<file path="src/rtl/freq_meter_pkg.sv">
// Shared types and helpers for the multi-channel frequency meter.
package freq_meter_pkg;

  typedef enum logic [2:0] {
    S_IDLE,
    S_SEL,
    S_ARM,
    S_GATE,
    S_CLOSE,
    S_DIV,
    S_OUT
  } state_t;

  localparam int unsigned FLAG_W = 2;

  typedef struct packed {
    logic ovf;
    logic nosig;
  } res_flags_t;

  function automatic int unsigned clog2(input longint unsigned value);
    int unsigned     r;
    longint unsigned p;
    r = 0;
    p = 1;
    while (p < value) begin
      p = p << 1;
      r++;
    end
    return r;
  endfunction

endpackage

</file>
<file path="src/rtl/freq_div_serial.sv">
// Generic restoring divider: one quotient bit per cycle, truncating, done pulses after NUM_W steps.
module freq_div_serial
  import freq_meter_pkg::*;
#(
  parameter int unsigned NUM_W = 42,
  parameter int unsigned DEN_W = 32
) (
  input  logic             clk,
  input  logic             rst_n,
  input  logic             start,
  input  logic [NUM_W-1:0] num,
  input  logic [DEN_W-1:0] den,
  output logic [NUM_W-1:0] quo,
  output logic             done
);

  localparam int unsigned CW = clog2(NUM_W + 1);

  logic [DEN_W:0]   rem;
  logic [DEN_W:0]   shifted;
  logic [DEN_W:0]   rem_nxt;
  logic [NUM_W-1:0] q;
  logic [CW-1:0]    cnt;
  logic             running;
  logic             ge;

  // Remainder stays below den, so one extra bit holds the shifted trial value.
  always_comb begin
    shifted = {rem[DEN_W-1:0], q[NUM_W-1]};
    ge      = (shifted >= {1'b0, den});
    rem_nxt = ge ? (shifted - {1'b0, den}) : shifted;
  end

  always_ff @(posedge clk) begin
    if (!rst_n) begin
      rem     <= '0;
      q       <= '0;
      cnt     <= '0;
      running <= 1'b0;
      done    <= 1'b0;
    end else begin
      done <= 1'b0;
      if (start) begin
        rem     <= '0;
        q       <= num;
        cnt     <= CW'(NUM_W);
        running <= 1'b1;
      end else if (running) begin
        rem <= rem_nxt;
        q   <= {q[NUM_W-2:0], ge};
        cnt <= cnt - CW'(1);
        if (cnt == CW'(1)) begin
          running <= 1'b0;
          done    <= 1'b1;
        end
      end
    end
  end

  assign quo = q;

endmodule

</file>
<file path="src/rtl/freq_meter_mc.sv">
// Multi-channel equal-precision frequency meter: round-robin channel scan, edge-aligned gate,
// serial division f = CLK_FS*Nx/Ns, saturated result over a valid/ready handshake.
module freq_meter_mc
  import freq_meter_pkg::*;
#(
  parameter int unsigned  CH_NUM   = 4,
  parameter int unsigned  CLK_FS   = 100_000_000,
  parameter int unsigned  GATE_CYC = 25_000_000,
  parameter int unsigned  TIMEOUT  = 50_000_000,
  parameter int unsigned  CNT_W    = 32,
  parameter int unsigned  OUT_W    = 20,
  localparam int unsigned CH_W     = (CH_NUM > 1) ? clog2(CH_NUM) : 1
) (
  input  logic              sys_clk,
  input  logic              rst_n,
  input  logic [CH_NUM-1:0] fx_in,
  input  logic [CH_NUM-1:0] ch_en,
  input  logic              cont,
  input  logic              start,
  output logic [OUT_W-1:0]  freq_data,
  output logic [CH_W-1:0]   freq_ch,
  output logic              freq_ovf,
  output logic              freq_nosig,
  output logic              freq_valid,
  input  logic              freq_ready,
  output logic              busy
);

  localparam int unsigned NUM_W = CNT_W + clog2(CLK_FS + 1);
  localparam int unsigned GC_W  = clog2(GATE_CYC + 1);
  localparam int unsigned TO_W  = clog2(TIMEOUT + 1);

  state_t            state;
  logic [CH_NUM-1:0] fx_s0, fx_s1, fx_d;
  logic [CH_NUM-1:0] rise;
  logic [CH_W-1:0]   ptr;
  logic [CH_W-1:0]   nxt_ch;
  logic              fresh;
  logic              single;
  logic              more_above;
  logic [CNT_W-1:0]  ns, nx;
  logic [GC_W-1:0]   gate_cnt;
  logic [TO_W-1:0]   to_cnt;
  logic              sel_rise;
  logic              to_hit;
  logic              cnt_sat;
  logic              div_start;
  logic              div_done;
  logic [NUM_W-1:0]  div_num;
  logic [NUM_W-1:0]  div_quo;
  res_flags_t        flags;

  assign rise     = fx_s1 & ~fx_d;
  assign sel_rise = rise[ptr];
  assign to_hit   = (to_cnt == TO_W'(TIMEOUT - 1)) && !sel_rise;
  assign cnt_sat  = (&ns) || (&nx);
  assign div_num  = NUM_W'(nx) * NUM_W'(CLK_FS);

  // A fresh scan searches from channel 0 inclusive; otherwise from the channel after ptr.
  always_comb begin
    int unsigned base;
    int unsigned idx;
    logic        found;
    nxt_ch     = ptr;
    found      = 1'b0;
    more_above = 1'b0;
    base       = fresh ? 0 : 32'(ptr) + 1;
    idx        = 0;
    for (int unsigned k = 0; k < CH_NUM; k++) begin
      idx = base + k;
      if (idx >= CH_NUM) idx = idx - CH_NUM;
      if (ch_en[idx] && !found) begin
        found  = 1'b1;
        nxt_ch = CH_W'(idx);
      end
      if (ch_en[k] && (k > 32'(ptr))) more_above = 1'b1;
    end
  end

  freq_div_serial #(
    .NUM_W(NUM_W),
    .DEN_W(CNT_W)
  ) u_div (
    .clk  (sys_clk),
    .rst_n(rst_n),
    .start(div_start),
    .num  (div_num),
    .den  (ns),
    .quo  (div_quo),
    .done (div_done)
  );

  always_ff @(posedge sys_clk) begin
    if (!rst_n) begin
      fx_s0      <= '0;
      fx_s1      <= '0;
      fx_d       <= '0;
      state      <= S_IDLE;
      ptr        <= '0;
      fresh      <= 1'b0;
      single     <= 1'b0;
      ns         <= '0;
      nx         <= '0;
      gate_cnt   <= '0;
      to_cnt     <= '0;
      div_start  <= 1'b0;
      freq_data  <= '0;
      freq_ch    <= '0;
      flags      <= '0;
      freq_valid <= 1'b0;
    end else begin
      fx_s0     <= fx_in;
      fx_s1     <= fx_s0;
      fx_d      <= fx_s1;
      div_start <= 1'b0;
      case (state)
        S_IDLE: begin
          if (start || (cont && (|ch_en))) begin
            state  <= S_SEL;
            fresh  <= 1'b1;
            single <= ~cont;
          end
        end
        S_SEL: begin
          if (ch_en == '0) begin
            state <= S_IDLE;
          end else begin
            ptr    <= nxt_ch;
            fresh  <= 1'b0;
            to_cnt <= '0;
            state  <= S_ARM;
          end
        end
        S_ARM: begin
          if (sel_rise) begin
            ns       <= '0;
            nx       <= '0;
            gate_cnt <= '0;
            to_cnt   <= '0;
            state    <= S_GATE;
          end else if (to_hit) begin
            freq_data  <= '0;
            freq_ch    <= ptr;
            flags      <= '{ovf: 1'b0, nosig: 1'b1};
            freq_valid <= 1'b1;
            state      <= S_OUT;
          end else begin
            to_cnt <= to_cnt + TO_W'(1);
          end
        end
        S_GATE, S_CLOSE: begin
          if (cnt_sat) begin
            freq_data  <= '1;
            freq_ch    <= ptr;
            flags      <= '{ovf: 1'b1, nosig: 1'b0};
            freq_valid <= 1'b1;
            state      <= S_OUT;
          end else if (to_hit) begin
            freq_data  <= '0;
            freq_ch    <= ptr;
            flags      <= '{ovf: 1'b0, nosig: 1'b1};
            freq_valid <= 1'b1;
            state      <= S_OUT;
          end else begin
            ns     <= ns + CNT_W'(1);
            nx     <= nx + CNT_W'(sel_rise);
            to_cnt <= sel_rise ? '0 : to_cnt + TO_W'(1);
            if (state == S_GATE) begin
              gate_cnt <= gate_cnt + GC_W'(1);
              if (gate_cnt == GC_W'(GATE_CYC - 1)) state <= S_CLOSE;
            end else if (sel_rise) begin
              div_start <= 1'b1;
              state     <= S_DIV;
            end
          end
        end
        S_DIV: begin
          if (div_done) begin
            if (|div_quo[NUM_W-1:OUT_W]) begin
              freq_data <= '1;
              flags     <= '{ovf: 1'b1, nosig: 1'b0};
            end else begin
              freq_data <= div_quo[OUT_W-1:0];
              flags     <= '{ovf: 1'b0, nosig: 1'b0};
            end
            freq_ch    <= ptr;
            freq_valid <= 1'b1;
            state      <= S_OUT;
          end
        end
        S_OUT: begin
          if (freq_ready) begin
            freq_valid <= 1'b0;
            state      <= (cont || (single && more_above)) ? S_SEL : S_IDLE;
          end
        end
        default: state <= S_IDLE;
      endcase
    end
  end

  assign freq_ovf   = flags.ovf;
  assign freq_nosig = flags.nosig;
  assign busy       = (state != S_IDLE);

endmodule

</file>
<file path="config.mk">
export PLATFORM = sky130hd
export DESIGN_NAME = freq_meter_mc
export DESIGN_NICKNAME = d
export VERILOG_FILES = /design/src/rtl/freq_meter_pkg.sv /design/src/rtl/freq_div_serial.sv /design/src/rtl/freq_meter_mc.sv
export SDC_FILE = /design/constraint.sdc
export NUM_CORES = 2
export LEC_CHECK = 0
export ABC_AREA = 1
export CAP_MARGIN = 20
export CORE_AREA = 10 10 231 398
export DETAILED_ROUTE_END_ITERATION = 8
export DIE_AREA = 0 0 241 408
export HOLD_SLACK_MARGIN = 0.06
export PLACE_DENSITY = 0.57
export SYNTH_ARGS = -nofsm -noshare
export SYNTH_HDL_FRONTEND = slang
export SYNTH_SLANG_ARGS = --single-unit
</file>
<file path="constraint.sdc">
create_clock -name sys_clk -period 13.1 [get_ports sys_clk]
set_input_delay 2.62 -clock sys_clk [delete_from_list [all_inputs] [get_ports sys_clk]]
set_output_delay 2.62 -clock sys_clk [all_outputs]
set_load 0.005 [all_outputs]
</file>
# Word-level counts from Yosys, hierarchy flattened

Index checks and enable logic that the tools add are counted.

Register bits after elaboration: 259
Input port bits: 13
Output and inout bits: 26

Add/sub/neg operators: 14
Multiply operators: 1
Order comparisons: 13
Equality and inequality tests: 22
Muxes and demuxes: 93
Bitwise operators: 7
Reduce and logical (&&, ||, !) cells: 43

Operator list:

| operator                                            | count |
|---|---|
| 2-to-1 mux 32 bit                                   | 10 |
| 2-to-1 mux 26 bit                                   | 6 |
| < comparator 32 x 3 -> 1 bit, second input constant | 4 |
| case mux 32 bit (2 select lines)                    | 2 |
| 2-to-1 mux 59 bit                                   | 2 |
| 2-to-1 mux 20 bit                                   | 5 |
| 2-to-1 mux 25 bit                                   | 4 |
| case mux 26 bit (3 select lines)                    | 1 |
| AND reduction 32 bit                                | 2 |
| case mux 20 bit (3 select lines)                    | 1 |
| multiplier 32 x 19 -> 51 bit, second input constant | 1 |
| case mux 25 bit (2 select lines)                    | 1 |
| OR reduction 39 bit                                 | 1 |
| greater-or-equal comparator 33 x 32 -> 1 bit        | 1 |
| 2-to-1 mux 3 bit                                    | 11 |
| adder 32 x 1 -> 32 bit                              | 1 |
| adder 32 x 1 -> 32 bit, second input constant       | 1 |
| subtractor 32 bit                                   | 1 |
| 2-to-1 mux 2 bit                                    | 14 |
| adder 26 x 1 -> 26 bit, second input constant       | 1 |
| == test 26 bit, second input constant               | 1 |
| adder 25 x 1 -> 25 bit, second input constant       | 1 |
| == test 25 bit, second input constant               | 1 |
| 2-to-1 mux 1 bit                                    | 24 |
| 45 further kinds                                    | 96 |

# Logic depth before layout (Yosys ltp)

Word-level depth: 17
Gate-level depth with buffers: 27
Depth with buffers taken out: 26

# Cells and area by module

Synthesis repeated with hierarchy kept, for this count alone.

Cells, all modules: 4311
Area total of the unflattened synthesis: 29739.8 um^2

By module, submodules not included:

| module          | times used | cells an instance | area an instance (um^2) | seq. area each (um^2) |
|---|---|---|---|---|
| freq_meter_mc   | 1          | 3058              | 22347.7                 | 3203.1 |
| freq_div_serial | 1          | 1253              | 7392.1                  | 1981.9 |

# Worst setup path after synthesis

No wires, ideal clock.

Path kind: reg-to-reg
From: register nx[5]
To: register u_div.q[50], in the netlist u_div.quo[50]
Library setup time: 0.132 ns
Data arrival time: 5.035 ns
Required time: 12.968 ns
Slack: 7.933 ns
Stages on the path, launching flop included: 23
Buffers on the path: 0
Clock period less this slack: 5.167 ns
Cell sequence: dfxtp_1 inv_1 fa_1 fa_1 inv_1 fa_1 fa_1 fa_1 inv_1 fa_1 inv_1 ha_1 nand2_1 inv_1 nand2_1 nor2_1 nand4_1 nand3_1 nand2_1 nand3_1 nand3_1 nand2_1 a21oi_1

Longest elaborated chain between the ends: 2

Ends and longest elaborated chain:

| item                         | line                  | RTL |
|---|---|---|
| start, declared              | freq_meter_mc.sv:41   | `logic [CNT_W-1:0] ns, nx;` |
| start signal, assigned       | freq_meter_mc.sv:166  | `nx <= nx + CNT_W'(sel_rise);` |
| multiplier 32 x 19 -> 51 bit | freq_meter_mc.sv:57   | `assign div_num = NUM_W'(nx) * NUM_W'(CLK_FS);` |
| 2-to-1 mux 59 bit            | freq_div_serial.sv:43 | `if (start) begin` |
| end signal, assigned         | freq_div_serial.sv:45 | `q <= num;` |
| end signal, assigned         | freq_div_serial.sv:50 | `q <= {q[NUM_W-2:0], ge};` |
| end, declared                | freq_div_serial.sv:22 | `logic [NUM_W-1:0] q;` |

No other way between the ends.
A chain may end at the register's enable or synchronous reset.

# Worst setup path after layout

From: register nx[5]
To: register u_div.q[37], in the netlist u_div.quo[37]

Same word-level chain as after synthesis.

==> summary by stage <==
Clocking
The number of sinks on the clock net is ~260. The post-cts repair resize count is 0. The number of setup buffers added after CTS is 0.

The clock input transition at the sequential cells of the worst setup and hold paths is ~70 ps. The later pin in the worst-skew pair is clocked with a latency of 620 ps. CTS built an H-tree with a depth of 1. The TritonCTS buffer count is 30. The clock root buffer is sky130_fd_sc_hd__clkbuf_16. The count of hold buffers inserted by post-cts repair is 0. The longest clock path from root to sink contains 3 buffers. The clock tree from TritonCTS is built.

Detailed routing
After detailed routing, the average wire length per cell comes to 18.6 um. The count of vias placed by the detailed router is 26918. In this run the remaining antenna-violating nets after routing total 0. The routed design has 100000 um of wire. The per-cell via count in the routed design is about 5.

The pre-antenna-repair detailed-routing pass consisted of 6 iterations. For this run, design rule violations remaining after detail routing come to 0. The first routing iteration left between 1000 and 1500 violations.

Setup path
The critical path class is flip-flop to flip-flop. The data required time at the worst endpoint is 13640 ps. Of all nets on the critical path, the largest fanout is 9.

The worst setup path is launched from a flip-flop. The category of the worst setup path capture point is a flip-flop. STA puts the critical path data arrival time at 6990 ps.

Synth
In the post-synthesis netlist, the biggest area contributors are sky130_fd_sc_hd__fa_1, sky130_fd_sc_hd__dfxtp_1, sky130_fd_sc_hd__nand2_1, sky130_fd_sc_hd__ha_1, sky130_fd_sc_hd__inv_1. Synthesis produced a netlist whose cell count is 4319. The flop and latch count out of synthesis is around 260. The number of nets in the synthesized netlist is between 4000 and 5000. The cell area that synthesis handed to floorplanning was 0.0296 mm2. Each instance of the synthesized netlist takes up on average 6.85 um2. Counting flops with an async set or reset pin after synthesis yields a share of 0%. The synthesized design spends more area on one cell type than any other, namely sky130_fd_sc_hd__fa_1. For this run, the register share of the synthesized area comes to 17.5%. The number of different library cells used by synthesis comes to 45. In this run the biggest area consumer among cell types represents a little under a fifth of the synthesized area.

The most used flip-flop cell after synthesis is sky130_fd_sc_hd__dfxtp_1. The warning count from the yosys run is 0. Yosys mapped a number of flops with a built-in enable equal to 0.

Layout
The share of cells above drive strength 1 is 2.83%. For this run, the post-layout net count is around 4800. The post-route non-filler standard cell count is about 5400. The synthesis-to-finish area growth is 7.90%.

Global route
The initial antenna violation count was 1. The first global-routing pass estimated 155000 um of wire. Entering global routing, the biggest net connects 91 pins. In the global route stage, overall resource usage came out at 20.4%.

The residual overflow from global routing is 0. The number of global-route vias before repair came to 27725.

Floorplanning
The width of the chip is 241 um. For this design the top-level I/O count stands at 39. The vertical die dimension is ~410 um. For this configuration, the core starts out at a cell density of 34.7%. The floorplan core area is 0.0853 mm2. The initialized floorplan defines approximately 140 standard-cell rows. The floorplan step defined a die boundary enclosing 0.0983 mm2.

Pwr
The combinational fraction of design power is 40.4%. The fraction of power consumed by sequential logic is 29.3%. The internal power is about 1.7 mW. The fraction of power spent switching nets is 43.0%. The static leakage power is approximately 16 nW.

Power spread over the standard cell area amounts to 95.7 mW/mm2. The clock network power share is 30.3%. For this design the total switching power over the nets is ~1.3 mW. The worst-case IR drop observed on VDD is 0.109 mV.

Status
The flow ran to the end, and the final reports show no timing, DRC or antenna violations.

Placed design
The worst setup slack before clock tree synthesis is 6710 ps. In this run, placement finished with an instance count of 5335. The number of buffers added on ports is 38. At the end of routability-driven placement, the weighted congestion stood at 0.987.

The half-perimeter wire length after placement is ~80000 um.

Flow run
Max-cap violations in this run came to 0.

STA
The worst clock skew on the final layout is 29.7 ps. The headroom to the max-slew limit is 29.6%. The maximum clock rate is 155 MHz. Summed over all failing endpoints, the final setup total negative slack is 0 ps. The number of pins exceeding their max-slew limit in the final report is 0.

Setup repair after global routing left no endpoint under its margin. Setup violations remaining at the end of the flow were counted as 0. Across all setup checks in the final design, the least slack found is roughly 6700 ps. The worst path in the final design needs a cycle of around 6400 ps, including I/O delays and setup. The final critical path takes up 49.2% of the cycle. The transition time of the tightest slew-check pin is about 1100 ps. The number of failing hold endpoints at the final stage came to 0.

Min path
The classification of the worst-slack hold path is flip-flop to flip-flop.
[final cells by class]
| class | count | area [um2] |
|---|---|---|
| diodes | 1 | 2.50 |
| clock buffers | 40 | 868 |
| clock inverters | 14 | 204 |
| fillers | 9231 | 53300 |
| inverters | 858 | 3230 |
| multi-input cells | 3087 | 20600 |
| flip-flops and latches | 259 | 5190 |
| well taps | 1080 | 1350 |
| repair buffers | 51 | 473 |
[routing by layer]
layer  global-route usage, %  up-vias  part of all wire, %
met1                    18.6    12708                   33
li1                        -    13320                    -
met3                    1.42      315                  2.2
met2                    40.4      575                   56
met5                       0        -                    0
met4                    15.6        0                  8.7
[cells in the final DEF (no fill, tap or decap), types with 7 or more instances in the layout]
master                            instances
sky130_fd_sc_hd__o21bai_1                13
sky130_fd_sc_hd__xor2_1                 126
sky130_fd_sc_hd__xnor2_1                 19
sky130_fd_sc_hd__nor2_1                 399
sky130_fd_sc_hd__nor4_1                  10
sky130_fd_sc_hd__a21oi_1                249
sky130_fd_sc_hd__inv_2                   15
sky130_fd_sc_hd__nand2_2                  7
sky130_fd_sc_hd__dfxtp_1                258
sky130_fd_sc_hd__nand2_1               1075
sky130_fd_sc_hd__nand4_1                 56
sky130_fd_sc_hd__nor2_2                   8
sky130_fd_sc_hd__nor3_1                  77
sky130_fd_sc_hd__a21o_1                  22
sky130_fd_sc_hd__a22oi_1                  7
sky130_fd_sc_hd__fa_1                   269
sky130_fd_sc_hd__ha_1                   268
sky130_fd_sc_hd__clkbuf_16               30
sky130_fd_sc_hd__o21ai_0                 98
sky130_fd_sc_hd__buf_4                   13
sky130_fd_sc_hd__nand3_1                298
sky130_fd_sc_hd__clkbuf_8                 8
sky130_fd_sc_hd__a31oi_1                 31
sky130_fd_sc_hd__inv_1                  840
sky130_fd_sc_hd__clkdlybuf4s50_1         37
[sequential cells by signal, summed over array words and instances, names as in the netlist, 2 cells and up]
register   flops
ns            32
fx_s1          4
fx_d           4
u_div.rem     32
gate_cnt      25
u_div.cnt      6
nx            32
ptr            2
freq_ch        2
freq_data     20
u_div.quo     59
fx_s0          4
to_cnt        26
state          3
[cells by family after synthesis]
logic type | after synthesis | synth area share (%)
fa+ha+maj | 537 | 29.5
xor+xnor | 145 | 4.29
flops | 259 | 17.5
simple gates | 1968 | 27.8
buf+inv | 973 | 12.9
compound gates | 437 | 8.01
[stage by stage]
step                      cell area, um2  total power [mW]  hold slack (ps)  util (%)
after floorplan                    29600              1.82              390         -
after global placement             30900              2.14              403      36.2
after detailed placement           30900              2.15              402      36.2
after CTS                          31900              3.09              417      37.5
after global routing               31900              3.27              448      37.5
final                              31900              3.06              416      37.5
[final timing paths]
path | slack (ps) | cells past startpoint | to | startpoint
hold reg to reg | 420 | 2 | fx_s1[1]$_SDFF_PN0_ | fx_s0[1]$_SDFF_PN0_
hold / removal | 420 | 2 | fx_s1[1]$_SDFF_PN0_ | fx_s0[1]$_SDFF_PN0_
setup reg to reg | 6660 | 21 | u_div.quo[37]$_SDFFE_PN0P_ | nx[5]$_SDFFE_PN0P_
setup / recovery | 6660 | 21 | u_div.quo[37]$_SDFFE_PN0P_ | nx[5]$_SDFFE_PN0P_
[critical path, stage by stage (launching register included)]
cell and delay (ps):
sky130_fd_sc_hd__dfxtp_1 680, sky130_fd_sc_hd__inv_1 310, sky130_fd_sc_hd__fa_1 500, sky130_fd_sc_hd__inv_1 70, sky130_fd_sc_hd__ha_1 240, sky130_fd_sc_hd__xor2_1 330, sky130_fd_sc_hd__fa_1 520, sky130_fd_sc_hd__fa_1 540
sky130_fd_sc_hd__fa_1 550, sky130_fd_sc_hd__inv_1 50, sky130_fd_sc_hd__fa_1 540, sky130_fd_sc_hd__inv_1 40, sky130_fd_sc_hd__ha_1 410, sky130_fd_sc_hd__nand2_1 150, sky130_fd_sc_hd__nor2_1 240, sky130_fd_sc_hd__nand2_1 110
sky130_fd_sc_hd__nor2_1 120, sky130_fd_sc_hd__nand2_1 60, sky130_fd_sc_hd__nand3_1 190, sky130_fd_sc_hd__xor2_1 420, sky130_fd_sc_hd__o21ai_0 160, sky130_fd_sc_hd__a21oi_1 140
[Yosys cell counts, drive strengths merged, types with 4 or more instances]
cell       n
a22oi      7
and2       6
xor2     126
nor4      10
inv      857
buf       48
nand3b     6
nand2   1087
or2        6
nor3      80
o21a       4
o211ai     6
nor2     413
o21ai    103
clkbuf    67
a31oi     31
fa       269
nor3b      4
a21o      22
nand4     56
ha       268
o21bai    13
a21oi    249
xnor2     19
nand3    300
dfxtp    259
[power groups by stage]
stage / logic, mW / registers, mW / clock network [mW]
after floorplan: 0.926 / 0.889 / 0
after global placement: 1.23 / 0.912 / 0
after detailed placement: 1.24 / 0.912 / 0
after CTS: 1.24 / 0.894 / 0.948
after global routing: 1.39 / 0.900 / 0.975
final: 1.24 / 0.895 / 0.927
(Power assumes the default switching activity.)
